--- config.mk ---
export PLATFORM = sky130hd
export DESIGN_NAME = dmem_access_ctrl
export DESIGN_NICKNAME = d
export VERILOG_FILES = /design/src/rtl/dmem_pkg.sv /design/src/rtl/dmem_op_decode.sv /design/src/rtl/dmem_access_ctrl.sv
export SDC_FILE = /design/constraint.sdc
export NUM_CORES = 1
export LEC_CHECK = 0
export BUFFER_PORTS_ARGS = -buffer_cell sky130_fd_sc_hd__buf_2
export CORE_UTILIZATION = 30
export CTS_CLUSTER_DIAMETER = 150
export DETAILED_ROUTE_END_ITERATION = 8
export GPL_ROUTABILITY_DRIVEN = 0
export PLACE_DENSITY = 0.59
export SETUP_SLACK_MARGIN = 0.5
export SLEW_MARGIN = 20
export SYNTH_ARGS = -nofsm -noshare
export SYNTH_HDL_FRONTEND = slang
export SYNTH_HIERARCHICAL = 1
export SYNTH_SLANG_ARGS = --single-unit
--- constraint.sdc ---
create_clock -name clk -period 2.3 [get_ports clk]
set_input_delay 0.23 -clock clk [delete_from_list [all_inputs] [get_ports clk]]
set_output_delay 0.23 -clock clk [all_outputs]
set_load 0.02 [all_outputs]
--- src/rtl/dmem_pkg.sv ---
// dmem_pkg: shared op encodings, class masks and FSM states for the MEM-stage access sequencer
package dmem_pkg;
  localparam logic [7:0] OP_LB  = 8'h01;
  localparam logic [7:0] OP_LBU = 8'h02;
  localparam logic [7:0] OP_LH  = 8'h04;
  localparam logic [7:0] OP_LHU = 8'h08;
  localparam logic [7:0] OP_LW  = 8'h10;
  localparam logic [7:0] OP_SB  = 8'h20;
  localparam logic [7:0] OP_SH  = 8'h40;
  localparam logic [7:0] OP_SW  = 8'h80;
  localparam logic [7:0] LOAD_MASK     = 8'h1F;
  localparam logic [7:0] SUBSTORE_MASK = 8'h60;
  typedef enum logic [1:0] {ST_IDLE, ST_RD, ST_WR, ST_DONE} state_t;
endpackage

--- src/rtl/dmem_op_decode.sv ---
// dmem_op_decode: classifies a one-hot memory op and flags alignment faults
// Ports: op (one-hot op), low_addr (byte offset) -> is_valid, is_load, is_sub_store, is_sw, is_misaligned
// Macro: DMEM_ALIGN_CHECK_EN enables the alignment fault; otherwise is_misaligned is 0.
module dmem_op_decode
  import dmem_pkg::*;
(
  input  logic [7:0] op,
  input  logic [1:0] low_addr,
  output logic       is_valid,
  output logic       is_load,
  output logic       is_sub_store,
  output logic       is_sw,
  output logic       is_misaligned
);
  // exactly one bit set: nonzero and clearing the lowest set bit leaves nothing
  assign is_valid     = (op != 8'h00) && ((op & (op - 8'd1)) == 8'h00);
  assign is_load      = is_valid && ((op & LOAD_MASK) != 8'h00);
  assign is_sub_store = is_valid && ((op & SUBSTORE_MASK) != 8'h00);
  assign is_sw        = op == OP_SW;
`ifdef DMEM_ALIGN_CHECK_EN
  assign is_misaligned = is_valid &&
    ((((op & (OP_LH | OP_LHU | OP_SH)) != 8'h00) && low_addr[0]) ||
     (((op & (OP_LW | OP_SW)) != 8'h00) && (low_addr != 2'b00)));
`else
  logic w_unused;
  assign w_unused      = ^low_addr;
  assign is_misaligned = 1'b0;
`endif
endmodule

--- src/rtl/dmem_access_ctrl.sv ---
// dmem_access_ctrl: sequences one held load/store into dmem read, write or read-modify-write
// Ports: clk/rst_n; req_* held request; stall/done/load_data/misalign to pipeline;
//        dmem_* to synchronous data memory; lane_* to/from byte-lane merge/extend unit.
// Macro: DMEM_ALIGN_CHECK_EN turns misaligned half/word accesses into faults.
module dmem_access_ctrl
  import dmem_pkg::*;
#(
  parameter int DMEM_AW = 11
) (
  input  logic               clk,
  input  logic               rst_n,
  input  logic               req_valid,
  input  logic [7:0]         req_op,
  input  logic [31:0]        req_addr,
  input  logic [31:0]        req_wdata,
  output logic               stall,
  output logic               done,
  output logic [31:0]        load_data,
  output logic               misalign,
  output logic [DMEM_AW-1:0] dmem_addr,
  output logic               dmem_we,
  output logic [31:0]        dmem_wdata,
  input  logic [31:0]        dmem_rdata,
  output logic [7:0]         lane_op,
  output logic [1:0]         lane_low_addr,
  output logic [31:0]        lane_rf_data,
  output logic [31:0]        lane_dmem_data,
  input  logic [31:0]        lane_odata
);
  state_t      r_state, w_next;
  logic [31:0] r_wbuf, r_load_data;
  logic        r_misalign;
  logic        w_is_valid, w_is_load, w_is_sub_store, w_is_sw, w_is_mis, w_accept, w_in_rd;
  dmem_op_decode u_dec (
    .op            (req_op),
    .low_addr      (req_addr[1:0]),
    .is_valid      (w_is_valid),
    .is_load       (w_is_load),
    .is_sub_store  (w_is_sub_store),
    .is_sw         (w_is_sw),
    .is_misaligned (w_is_mis)
  );
  assign w_accept = (r_state == ST_IDLE) && req_valid;
  assign w_in_rd  = r_state == ST_RD;
  // request fields are held while stalled, so the live decode stays valid past accept
  always_comb begin
    w_next = ST_IDLE;
    w_next = (r_state == ST_IDLE) ? (!req_valid ? ST_IDLE :
                                     (!w_is_valid || w_is_mis) ? ST_DONE :
                                     w_is_sw ? ST_WR : ST_RD) :
             (r_state == ST_RD)   ? (w_is_load ? ST_DONE : ST_WR) :
             (r_state == ST_WR)   ? ST_DONE : ST_IDLE;
  end
  always_ff @(posedge clk or negedge rst_n) begin
    if (!rst_n) begin
      r_state     <= ST_IDLE;
      r_wbuf      <= '0;
      r_load_data <= '0;
      r_misalign  <= 1'b0;
    end else begin
      r_state <= w_next;
      if (w_accept && w_next == ST_WR) r_wbuf <= req_wdata;
      else if (w_in_rd && w_is_sub_store) r_wbuf <= lane_odata;
      if (w_in_rd && w_is_load) r_load_data <= lane_odata;
      if (w_accept) r_misalign <= w_is_mis;
    end
  end
  assign done           = r_state == ST_DONE;
  assign misalign       = done && r_misalign;
  assign stall          = req_valid && !done;
  assign load_data      = r_load_data;
  assign dmem_we        = r_state == ST_WR;
  assign dmem_wdata     = r_wbuf;
  assign dmem_addr      = req_addr[DMEM_AW+1:2];
  assign lane_op        = req_op;
  assign lane_low_addr  = req_addr[1:0];
  assign lane_rf_data   = req_wdata;
  assign lane_dmem_data = dmem_rdata;
  logic w_unused;
  assign w_unused = ^{req_addr[31:DMEM_AW+2], w_is_load & 1'b0};
endmodule

Word level (Yosys, flattened, before mapping)

Index checks and enable logic that the tools add are counted.

Add/sub/neg operators: 1
Equality and inequality tests: 5
Multiplexer cells: 9
Bitwise logic cells: 1
Reduce and logical (&&, ||, !) cells: 15

Operator list:

| cell                  | number |
|---|---|
| $mux W32              | 2 |
| $reduce_bool A8 Y1    | 3 |
| $mux W2               | 6 |
| $and A8 B8 Y8         | 1 |
| $eq A8 B8 Y1 const B  | 1 |
| $logic_and A1 B1 Y1   | 8 |
| $logic_not A8 Y1      | 1 |
| $sub A8 B1 Y8 const B | 1 |
| $eq A2 B2 Y1 const B  | 3 |
| $eq A2 B1 Y1 const B  | 1 |
| $logic_not A2 Y1      | 1 |
| $reduce_bool A2 Y1    | 1 |
| $logic_not A1 Y1      | 1 |
| $mux W1               | 1 |

Register bits after elaboration: 66
Output and inout bits: 153
Logic and storage cells: 34

Logic depth before layout (Yosys ltp)

Word-level depth: 11
Mapped depth: 9

By module

Netlist, hierarchy kept.

Modules (own cells, without submodules):

| module           | times used | cells each | area each (sq um) | seq. area each (sq um) |
|---|---|---|---|---|
| dmem_access_ctrl | 1          | 278        | 3757.4            | 1676.6 |
| dmem_op_decode   | 1          | 19         | 140.1             | 0.0 |

Worst setup path after synthesis

No wires, ideal clock.

Kind: input port to flip-flop
Start: input port req_op[0]
End: register r_wbuf[0] (netlist: dmem_wdata[0])
Data arrival time: 2.026 ns
Slack: 0.149 ns
Cell stages on the path: 9
Path buffers: 2
Cell sequence: or4_4 nor2_4 o21ai_0 a31oi_2 and3b_1 and3_1 buf_6 buf_12 mux2_4

Word-level cells in the longest chain between the ends: 11
Elaborated cells between the ends (all ways): 20

RTL lines:

| item                                                  | line                   | source |
|---|---|---|
| start: declaration                                    | dmem_access_ctrl.sv:13 | `input logic [7:0] req_op,` |
| $sub A8 B1 Y8                                         | dmem_op_decode.sv:16   | `assign is_valid = (op != 8'h00) && ((op & (op - 8'd1)) == 8'h00);` |
| $and A8 B8 Y8                                         | dmem_op_decode.sv:16   |  |
| $logic_not A8 Y1                                      | dmem_op_decode.sv:16   |  |
| $logic_and A1 B1 Y1 *                                 | dmem_op_decode.sv:16   |  |
| named net w_is_valid                                  | dmem_access_ctrl.sv:33 | `logic w_is_valid, w_is_load, w_is_sub_store, w_is_sw, w_is_mis, w_accept, w_in_rd;` |
| $logic_and A1 B1 Y1                                   | dmem_op_decode.sv:17   | `assign is_load = is_valid && ((op & LOAD_MASK) != 8'h00);` |
| $mux W1                                               | dmem_access_ctrl.sv:51 | `(r_state == ST_RD) ? (w_is_load ? ST_DONE : ST_WR) :` |
| $mux W2                                               | dmem_access_ctrl.sv:51 |  |
| $mux W2                                               | dmem_access_ctrl.sv:48 | `w_next = (r_state == ST_IDLE) ? (!req_valid ? ST_IDLE :` |
| $eq A2 B2 Y1                                          | dmem_access_ctrl.sv:62 | `if (w_accept && w_next == ST_WR) r_wbuf <= req_wdata;` |
| $logic_and A1 B1 Y1                                   | dmem_access_ctrl.sv:62 |  |
| $mux W32 / $reduce_bool A2 Y1 (equally long branches) | --                     |  |
| end signal: assignment                                | dmem_access_ctrl.sv:62 |  |
| end signal: assignment                                | dmem_access_ctrl.sv:63 | `else if (w_in_rd && w_is_sub_store) r_wbuf <= lane_odata;` |
| end: declaration                                      | dmem_access_ctrl.sv:31 | `logic [31:0] r_wbuf, r_load_data;` |

Mark *: on every way through the listed nets, which the timed path passes. The rest lies on a longest branch.
A chain may end at the register's enable or synchronous reset.

Final worst setup path

Start: input port req_op[0]
End: register r_wbuf[2] (netlist: dmem_wdata[2])

Same word-level chain as after synthesis.

==> flow_summary.ini <==
[status]
status = completed

[drt]
routed_wl_um = 8890
route.detailed.drc = 0
first_iter_violations = 61
antenna_left = 0
first_pass_iters = 4
wire_per_inst_um = 15.0
vias_per_cell = 4.27
vias = 2522

[global_route]
grt_pass1_vias = 2405
use_met2_pct = 21.3
antenna_found_initial = 0
busiest_layer = met2
grt_max_degree = 68
grt_usage_pct = 12.9
globalRouteMet3Util_pct = 3.45
grt_pass1_wl_um = 12700
grtUsageMet1_pct = 14.8
grt.overflow.total = 0

[sta]
setup_viol_count_final = 0
slew_headroom_pct = 41.6
finalHoldViolations = 0
setup-tns-final_ps = 0
fmax_ghz = 0.484
fin_skew_ps = 5.14
worst_pin_slew_ps = 876
min_period_ps = 2070
rsz0062_at_grt = true
post-route-period-util_pct = 89.8
finalMaxSlewViolations = 0

[clocking]
cts_buffers = 9
cts_buffer_depth = 2
cts_max_level = 3
cts_hold_buffers = 0
cts_tree = built
cts_root_buffer = clkbuf_16
insertion_delay_ps = 330
clkTransAtPathRegs_ps = 50
cts.sinks = 67

[finish]
n_antenna_cell = 0
syn_to_final_growth_pct = 25.0
fill_cells = 1247
multi_input_area_sq_mm = 0.00148
drive_gt1_share_pct = 73.5
final-seq-area_sq_mm = 0.00168
nets = 557
stdcell_count = 591

[synthesis]
synth.largest_area_cell = dfrtp_1
yosysMostFrequentCell = buf_4
syn_inst = 297
yosys_warnings = 6
syn_nets = 440
synth_common_cells = buf_4, dfrtp_1, mux2_2, mux2_4, mux2_1
synth.avg_cell_area_sq_um = 13.1
ys_ff_latch = 67
synth_cell_types = 33
synthTopCellsByArea = dfrtp_1, buf_4, mux2_2, mux2_4, mux2_1
ys_seq_area_share_pct = 43.0
synth_area_sq_mm = 0.00390
ys.flop_type = dfrtp_1
synthArstFlopShare_pct = 100
yosys.area.top_type_share_pct = 43.0
synth_edf_count = 0

[critical_path]
crit_required_ps = 2510
worst-path-max-fanout = 4
r2r_slack_ps = 500
cp_slowest_cell = or4_4
worst_setup_path_start_kind = input port
worstPathArrival_ps = 2280
crit_type = input port to flop
r2r_cells = 6
endpoint_kind = flop
path_cells = buf_6, or4_4, nor2_4, nand3_2, a31oi_4, and3b_1, and3_4, buf_12, clkbuf_16, mux2_4
slowest_delay_ps = 550

[power]
pwr-share-seq_pct = 37.8
peakVddDrop_uv = 375
combPwrFrac_pct = 29.0
power_leakage_uw = 0.00270
switchingPower_uw = 1270
p_int_uw = 2800
p_sw_share_pct = 31.2
power.density_mw_per_mm2 = 834
clockPowerShare_pct = 33.3

[floorplanning]
rows = 41
pin_count = 292
die_x_um = 116
fp.coreArea_sq_mm = 0.0126
fp.dieH_um = 116
die-area_sq_mm = 0.0135
start_util_pct = 30.9

[run]
cap_viol_max_count = 0

[min_path]
hold_class = input port to async pin

[place]
port_buffers = 182
place_inst = 569
hpwl_um = 6490
==> registers in the layout (all words and copies together), names as in the netlist <==
register	count
dmem_wdata	32
load_data	32
r_misalign	1
r_state	2
==> power by group through the flow <==
| stage | Combinational [uW] | Sequential (uW) | Clock, uW |
|---|---|---|---|
| floorplan | 627 | 1810 | 0 |
| global placement | 1160 | 1540 | 0 |
| detailed placement | 1180 | 1550 | 0 |
| CTS | 1190 | 1540 | 1410 |
| global route | 1270 | 1560 | 1460 |
| finish | 1180 | 1530 | 1350 |
==> stage by stage <==
step / hold WS, ps / setup WS (ps) / power, uW / instance area (sq um) / utilization, %
after floorplan: -65.6 / 153 / 2440 / 3920 / -
after global placement: 397 / -104 / 2700 / 4440 / 35.2
after detailed placement: 404 / -137 / 2740 / 4440 / 35.2
after CTS: 47.3 / 254 / 4140 / 4840 / 38.3
after global routing: 86.2 / 192 / 4300 / 4870 / 38.6
final: 17.9 / 234 / 4070 / 4870 / 38.6
==> placed cells by master, fill, tap and decap left out, types with 2 or more instances in the layout <==
master     count
and2_1         2
buf_12         6
buf_2        179
buf_4         13
buf_6          2
clkbuf_16     10
clkinv_2       3
dfrtp_1       67
ha_1           4
inv_1          4
mux2_1        14
mux2_2        52
mux2_4        31
nand2_2        2
nor2_1         3
nor3b_1        2
==> layout make-up <==
| cell class | instances | share of cell area, % |
|---|---|---|
| well taps | 172 | 4.42 |
| flip-flops and latches | 67 | 34.4 |
| clock buffers | 11 | 4.98 |
| multi-input cells | 130 | 30.4 |
| inverters | 4 | 0.308 |
| repair buffers | 202 | 24.4 |
| clock inverters | 5 | 1.08 |
==> what timing repair did <==
| action | CTS | global route |
|---|---|---|
| gates resized for setup | 5 | 2 |
| gates cloned | 1 | 1 |
| pin swaps | 0 | 1 |
| buffers inserted | 4 | 0 |
| setup endpoints to repair | 32 | 59 |
==> routing by layer <==
metal  routed length, um  part of all wire [%]  vias up
met2                4300                    48      115
met3                 635                   7.1       36
met4                 294                   3.3        0
met5                   0                     0        -
li1                    -                     -     1170
met1                3660                    41     1201
==> path summary, 6_finish.rpt <==
path | from | to
min in group clk | req_wdata[24] | dmem_wdata[24]
setup / recovery | req_op[0] | dmem_wdata[2]
hold reg to reg | load_data[28] | load_data[28]
setup reg to reg | r_state[1] | dmem_wdata[1]
hold / removal | rst_n | dmem_wdata[2]
max in group asynchronous | rst_n | r_state[1]
==> kinds of logic after synthesis <==
| logic type | share of synthesized area [%] |
|---|---|
| buf+inv | 19.6 |
| mux | 31.2 |
| flops | 43.0 |
| simple gates | 3.21 |
| compound gates | 1.19 |
| fa+ha+maj | 1.54 |
| other cells | 0.0962 |
| xor+xnor | 0.225 |
==> critical path: cells and delay by family <==
family	cells	cell delay (ps)
AND/OR/NAND/NOR	5	1230
buffers and inverters	3	360
multiplexers	1	290
AO/OA/AOI/OAI	1	160
Power figures use the tool's default switching activity.
